===== src/rtl/m68k_bus_master.sv =====
// m68k_bus_master: single-transfer 68000-style asynchronous bus master with DTACK timeout
//   CLK, RST (sync, active-low)                 clock and reset
//   REQ, REQ_RW, REQ_ADDR, REQ_BE, REQ_WDATA    host request, sampled only while idle
//   BUSY, DONE, ERR, RDATA                      host status; ERR valid with DONE
//   ADDR_OUT, AS, UDS, LDS, RW                  bus address and active-low strobes
//   DATA_OUT, DATA_OE, DATA_IN                  bus data path
//   DTACK                                       asynchronous active-low acknowledge
module m68k_bus_master #(
    parameter int TIMEOUT_CYCLES = 255
) (
    input  logic        CLK,
    input  logic        RST,
    input  logic        REQ,
    input  logic        REQ_RW,
    input  logic [22:0] REQ_ADDR,
    input  logic [1:0]  REQ_BE,
    input  logic [15:0] REQ_WDATA,
    output logic        BUSY,
    output logic        DONE,
    output logic        ERR,
    output logic [15:0] RDATA,
    output logic [22:0] ADDR_OUT,
    output logic        AS,
    output logic        UDS,
    output logic        LDS,
    output logic        RW,
    output logic [15:0] DATA_OUT,
    output logic        DATA_OE,
    input  logic [15:0] DATA_IN,
    input  logic        DTACK
);
    localparam int TW = ($clog2(TIMEOUT_CYCLES + 1) > 8) ? $clog2(TIMEOUT_CYCLES + 1) : 8;
    localparam logic [TW-1:0] T_LAST = TW'(TIMEOUT_CYCLES - 1);
    localparam logic [2:0] S_IDLE = 3'd0, S_ADDR = 3'd1, S_DS = 3'd2, S_WAIT = 3'd3,
                           S_LATCH = 3'd4, S_END = 3'd5, S_RECOV = 3'd6;
    logic [2:0]    state_q, state_d;
    logic [TW-1:0] timer_q, timer_d, timer_inc;
    logic [1:0]    sync_q, be_q, be_d;
    logic          err_q, err_d, busy_q, busy_d, done_q, done_d, erro_q, erro_d;
    logic          as_q, as_d, uds_q, uds_d, lds_q, lds_d, rw_q, rw_d, oe_q, oe_d;
    logic [15:0]   rdata_q, rdata_d, dout_q, dout_d;
    logic [22:0]   addr_q, addr_d;
    logic          dtack_s;
    assign dtack_s   = sync_q[1];
    assign timer_inc = (timer_q == '1) ? timer_q : timer_q + 1'b1;
    always_comb begin
        state_d = state_q;
        timer_d = timer_q;
        be_d    = be_q;
        err_d   = err_q;
        busy_d  = busy_q;
        done_d  = 1'b0;
        erro_d  = 1'b0;
        as_d    = as_q;
        uds_d   = uds_q;
        lds_d   = lds_q;
        rw_d    = rw_q;
        oe_d    = oe_q;
        rdata_d = rdata_q;
        dout_d  = dout_q;
        addr_d  = addr_q;
        case (state_q)
            S_IDLE: if (REQ) begin
                if (REQ_BE == 2'b00) begin
                    // nothing to strobe: reject without touching the bus
                    done_d = 1'b1;
                    erro_d = 1'b1;
                end else begin
                    addr_d  = REQ_ADDR;
                    rw_d    = REQ_RW;
                    dout_d  = REQ_WDATA;
                    oe_d    = ~REQ_RW;
                    be_d    = REQ_BE;
                    busy_d  = 1'b1;
                    err_d   = 1'b0;
                    state_d = S_ADDR;
                end
            end
            S_ADDR: begin
                as_d = 1'b0;
                if (rw_q) {uds_d, lds_d} = ~be_q;
                state_d = S_DS;
            end
            S_DS: begin
                // writes delay the data strobes a cycle so data is stable first
                if (!rw_q) {uds_d, lds_d} = ~be_q;
                timer_d = '0;
                state_d = S_WAIT;
            end
            S_WAIT: begin
                if (!dtack_s) state_d = S_LATCH;
                else if (timer_q == T_LAST) begin
                    err_d   = 1'b1;
                    state_d = S_END;
                end else timer_d = timer_inc;
            end
            S_LATCH: begin
                if (rw_q) rdata_d = DATA_IN;
                state_d = S_END;
            end
            S_END: begin
                {as_d, uds_d, lds_d} = 3'b111;
                timer_d = '0;
                oe_d    = 1'b0;
                rw_d    = 1'b1;
                state_d = S_RECOV;
            end
            S_RECOV: begin
                // wait for the slave to release DTACK, bounded by the same timeout
                if (dtack_s || timer_q == T_LAST) begin
                    done_d  = 1'b1;
                    erro_d  = err_q | ~dtack_s;
                    busy_d  = 1'b0;
                    state_d = S_IDLE;
                end else timer_d = timer_inc;
            end
            default: state_d = S_IDLE;
        endcase
    end
    always_ff @(posedge CLK) begin
        if (!RST) begin
            state_q <= S_IDLE;
            timer_q <= '0;
            sync_q  <= 2'b11;
            be_q    <= 2'b00;
            err_q   <= 1'b0;
            busy_q  <= 1'b0;
            done_q  <= 1'b0;
            erro_q  <= 1'b0;
            as_q    <= 1'b1;
            uds_q   <= 1'b1;
            lds_q   <= 1'b1;
            rw_q    <= 1'b1;
            oe_q    <= 1'b0;
            rdata_q <= '0;
            dout_q  <= '0;
            addr_q  <= '0;
        end else begin
            state_q <= state_d;
            timer_q <= timer_d;
            sync_q  <= {sync_q[0], DTACK};
            be_q    <= be_d;
            err_q   <= err_d;
            busy_q  <= busy_d;
            done_q  <= done_d;
            erro_q  <= erro_d;
            as_q    <= as_d;
            uds_q   <= uds_d;
            lds_q   <= lds_d;
            rw_q    <= rw_d;
            oe_q    <= oe_d;
            rdata_q <= rdata_d;
            dout_q  <= dout_d;
            addr_q  <= addr_d;
        end
    end
    assign BUSY     = busy_q;
    assign DONE     = done_q;
    assign ERR      = erro_q;
    assign RDATA    = rdata_q;
    assign ADDR_OUT = addr_q;
    assign AS       = as_q;
    assign UDS      = uds_q;
    assign LDS      = lds_q;
    assign RW       = rw_q;
    assign DATA_OUT = dout_q;
    assign DATA_OE  = oe_q;
endmodule


===== config.mk =====
export PLATFORM = sky130hd
export DESIGN_NAME = m68k_bus_master
export DESIGN_NICKNAME = d
export VERILOG_FILES = /design/src/rtl/m68k_bus_master.sv
export SDC_FILE = /design/constraint.sdc
export NUM_CORES = 1
export LEC_CHECK = 0
export CAP_MARGIN = 30
export CORE_AREA = 10 10 121 123
export DETAILED_ROUTE_END_ITERATION = 6
export DIE_AREA = 0 0 131 133
export PLACE_DENSITY = 0.59
export SLEW_MARGIN = 20
export SYNTH_ARGS = -nofsm -noshare
export SYNTH_HDL_FRONTEND = slang
export SYNTH_SLANG_ARGS = --single-unit

===== constraint.sdc =====
create_clock -name CLK -period 2.2 [get_ports CLK]
set_input_delay 0.55 -clock CLK [delete_from_list [all_inputs] [get_ports CLK]]
set_output_delay 0.55 -clock CLK [all_outputs]
set_load 0.02 [all_outputs]

Yosys cells after proc, flatten, opt, wreduce, memory -nomap -nowiden. Cells that the tools add are included. Widths: inputs -> output; s select.

Flip-flop bits (word level): 79. Input bits: 62. Output and inout port bits: 63. Logic and storage cells: 97.

Add/subtract/negate cells: 1. Equality and inequality tests: 18. Muxes and demuxes: 39. Bitwise gates (word level): 5. Reduce and logical (&&, ||, !) cells: 18.

Operators with widths (number): $mux 8 (4); $pmux 8 s3 (1); $pmux 3 s7 (1); $mux 1 (19); $ne 2x2->1 const B (9); $eq 8x8->1 const B (2); $mux 3 (5); $pmux 1 s2 (7); $reduce_and 4->1 (3); $eq 3x3->1 const B (3); $reduce_and 3->1 (3); $add 8x1->8 const B (1); $reduce_bool 2->1 (4); $eq 3x2->1 const B (2); $pmux 1 s3 (2); $reduce_bool 3->1 (2); $reduce_and 5->1 (1); $eq 3x1->1 const B (1); $logic_not 3->1 (1); $ne 3x3->1 const B (1); $not 1->1 (3); $logic_not 2->1 (1); $not 2->2 (1); $reduce_and 2->1 (1); other kinds (3) (3).

Longest topological paths before layout.
Depth in word-level cells: 5. Gate-level depth with buffers: 7. Mapped depth without buffers: 7.

Worst setup path after synthesis. No wires, ideal clock.

Path type: register to register. Start point: reg timer_q[0]. End point: reg timer_q[3]. Library setup time: 0.074 ns. Data arrival time: 1.792 ns. Required time: 2.126 ns. Path slack: 0.333 ns. Stages on the path, launching flop included: 8. Buffers on the path: 0. Period minus slack after synthesis: 1.867 ns. Cell sequence: dfxtp_1 inv_1 ha_1 nand3_1 nor2_2 o31a_1 or4_1 a31oi_1.

Cells in the longest elaborated chain, start to end: 5. Elaborated cells between the ends (all ways): 12. Those cells by class: 1 x add/sub; 4 x eq/ne; 5 x mux; 2 x reduce/logical.

Ends and longest elaborated chain: start: declaration (RTL line 37) `logic [TW-1:0] timer_q, timer_d, timer_inc;`; start signal: assignment (RTL line 140) `timer_q <= timer_d;`; $add 8x1->8 or $eq 8x8->1 (tied branches) (RTL line 45) `assign timer_inc = (timer_q == '1) ? timer_q : timer_q + 1'b1;`; $mux 8 (RTL line 45); $mux 8 (RTL line 92) `else if (timer_q == T_LAST) begin`; $mux 8 (RTL line 91) `if (!dtack_s) state_d = S_LATCH;`; $pmux 8 s3 (RTL line 62) `case (state_q)`.

Parallel ways exist; a longest one is shown, timed or not. The select of a mux whose other input is x is not followed. A chain may end at the register's enable or synchronous reset.

Worst setup path after layout.
Start point: reg timer_q[0]. End point: reg timer_q[7].

Same word-level chain as after synthesis.

==> out/metrics.cfg <==
[finish]
n_antenna_cell=0
nets=578
drive_gt1_frac=0.0655
syn_to_final_growth_pct=58.2
fillCellCount=1255
fin_cells=691

[cts]
tritoncts=yes
clock_path_buffers=2
cts_root_buffer=clkbuf_16
cts.sinks=79
postCtsHoldBufs=0
numCtsBuffers=9
clock_latency_ns=0.34
htree_levels=3
clkTransAtPathRegs_ns=0.05

[setup_path]
timing.rr.end=timer_q[7]$_SDFFE_PN0P_
crit_type=flop to flop
worstPathCellList=inv_1 -> ha_1 -> nand3_1 -> nor2_2 -> o31a_1 -> buf_4 -> or4_1 -> a31oi_1
rr_startpoint=timer_q[0]$_SDFFE_PN0P_
rrSetupSlack_ns=0.20
reg2reg_depth=8
slowest_delay_ns=0.49
crit_fanout=9
critPathRequiredTime_ns=2.46
cp_slowest_cell=or4_1
crit_path_start_kind=flop
cp-end-kind=flop
arrival_ns=2.25
path_buf_inv=2
path_delay_family=simple AND/OR/NAND/NOR gates

[yosys]
synthArstFlopShare=0
ys_warn_count=0
ys_types=47
synthesis.area_mm2=0.00311
yosysTopAreaCell=dfxtp_1
yosysSeqAreaShare=0.509
synth_area_leaders=dfxtp_1 (51%), nand2_1 (16%), a21oi_1 (10%)
synth_flop_cell=dfxtp_1
syn-instance-count=390
synthesis.nets=454
ys_seq_elements=79
avgSynthCellArea_um2=7.96
synth_edf_count=0
synth_top_cell_area_share=0.509

[flow_run]
max-cap-violations=0

[sta]
final-hold-violation-count=0
setup_viol=0
clock-skew-final_ns=0.00752
max_freq_ghz=0.501
finalSetupTns_ns=0
finalMaxSlewViolations=0
rsz0062_at_grt=no
maxSlewHeadroom=0.556
period_needed_ns=2.00
finalCritPeriodShare=0.908
tightest_slew_ns=0.667

[hold_path]
min_path_type=flop to flop
hold-path-endpoint=sync_q[1]$_SDFF_PN1_
hold_depth=1
hold_start=sync_q[0]$_SDFF_PN1_

[place]
dp_hpwl_um=7010
place_congestion=0.762
portBuffers=124
numPlacedInstances=673

[global_route]
grt_start_max_net_pins=64
gr-total-overflow=0
grt_usage=0.108
antenna_found_initial=0
grt_first_pass_wirelength_um=15100
grt_pass1_vias=3013

[power]
vdd_drop_max_v=0.000387
p_per_area_mw_per_mm2=766
leakage_nw=1.74

[die]
core_mm2=0.0124
die_y_um=133
die-area_mm2=0.0174
pin_count=125
start_util=0.251
rows=41
die_x_um=131

[detailed_routing]
drt_wl_total_um=9520
wl_per_cell_um=13.8
drc=0
final_antenna_net_count=0
vias=3047
drt_iter0_markers=127
routed_via_density=4.41
first_pass_iters=4

[outcome]
status=completed

## synthesized netlist by cell type (2+ instances only)
master	n
or3_1	2
o21a_1	2
a21oi_1	64
buf_2	4
nor2b_1	3
nor3_1	2
nor2_1	9
o211ai_1	4
o31ai_1	3
nand2b_1	6
nor2_2	2
dfxtp_1	79
o21ai_0	3
and3_1	3
a21o_1	3
inv_1	5
o22ai_1	2
a31oi_1	4
o21ai_1	8
clkbuf_1	18
a221oi_1	2
or4_1	2
ha_1	2
nand2_1	129
nand3_1	7
## cells in the final DEF (no fill, tap or decap), types with 3 or more instances in the layout
master           instances
clkdlybuf4s50_1        124
nand3_1                  7
a21oi_1                 64
o21ai_0                  3
nand2b_1                 6
and3_1                   3
a21o_1                   3
o211ai_1                 4
inv_1                    4
a31oi_1                  4
nor2_1                   9
buf_4                   10
dfxtp_1                 78
clkbuf_16                9
nor2b_1                  3
o21ai_1                  8
o31ai_1                  3
nand2_1                129
## through the flow
step                      hold WS (ns)  utilization  total power [mW]  cell area (µm²)  setup slack (ns)
final                            0.408        0.397              3.76             4910             0.202
after global routing             0.419        0.397              3.95             4910            0.0504
after CTS                        0.412        0.395              3.82             4880            0.0757
after detailed placement         0.399        0.369              2.17             4560            -0.286
after global placement           0.397        0.369              2.17             4560            -0.191
after floorplan                  0.386            -              1.86             3110             0.333
## area by class of cell
class / instances / area (µm²) / share of cell area
clock buffer: 13 / 260 / 0.0530
inverter: 5 / 18.8 / 0.00382
sequential: 79 / 1580 / 0.322
clock inverter: 3 / 65.1 / 0.0132
timing repair buffer: 136 / 1360 / 0.276
tap: 172 / 215 / 0.0438
multi-input combinational: 283 / 1420 / 0.288
## timing repair
| item | CTS | global route |
|---|---|---|
| buffers inserted | 0 | 1 |
| endpoints found under the setup margin | 0 | 3 |
| hold endpoints to repair | 0 | 0 |
| gates resized for setup | 0 | 1 |
## worst max-delay path by stage
stage | startpoint | end | slack (ns) | depth (start not counted)
6_report | timer_q[0]$_SDFFE_PN0P_ | timer_q[7]$_SDFFE_PN0P_ | 0.20 | 8
3_5_place_dp | REQ_BE[0] | ADDR_OUT[20]$_SDFFE_PN0P_ | -0.29 | 5
4_1_cts | REQ_BE[0] | ADDR_OUT[20]$_SDFFE_PN0P_ | 0.08 | 5
5_1_grt | state_q[2]$_SDFFE_PN0P_ | timer_q[3]$_SDFFE_PN0P_ | 0.05 | 7
2_1_floorplan | timer_q[0]$_SDFFE_PN0P_ | timer_q[3]$_SDFFE_PN0P_ | 0.33 | 7
3_3_place_gp | REQ_BE[0] | ADDR_OUT[12]$_SDFFE_PN0P_ | -0.19 | 5
## metal layers
| metal | global-route usage | routed length [µm] | share of wire | up-vias |
|---|---|---|---|---|
| met5 | 0 | 0 | 0 | - |
| met3 | 0.0627 | 1170 | 0.12 | 9 |
| met2 | 0.169 | 4200 | 0.44 | 103 |
| met4 | 0.0408 | 114 | 0.012 | 0 |
| met1 | 0.118 | 4030 | 0.42 | 1354 |
| li1 | - | - | - | 1581 |
## state kept, by name (all words and copies together) (netlist names), 2 cells and up
signal,cells
ADDR_OUT,23
DATA_OUT,16
RDATA,16
be_q,2
state_q,3
sync_q,2
timer_q,8
## where the power goes
group / switching [mW] / internal (mW)
Combinational: 0.296 / 0.300
Sequential: 0.0482 / 1.50
Clock: 0.560 / 1.05
Total: 0.904 / 2.86
## logic make-up (layout without fill, tap and decap cells)
group / Yosys count / count (layout) / synth area share
simple gates: 176 / 176 / 0.248
mux: 1 / 1 / 0.00322
flops: 79 / 79 / 0.509
compound gates: 104 / 104 / 0.195
fa+ha+maj: 2 / 2 / 0.00806
buf+inv: 28 / 157 / 0.0367
Note: power is estimated with default switching activity, not from simulation.
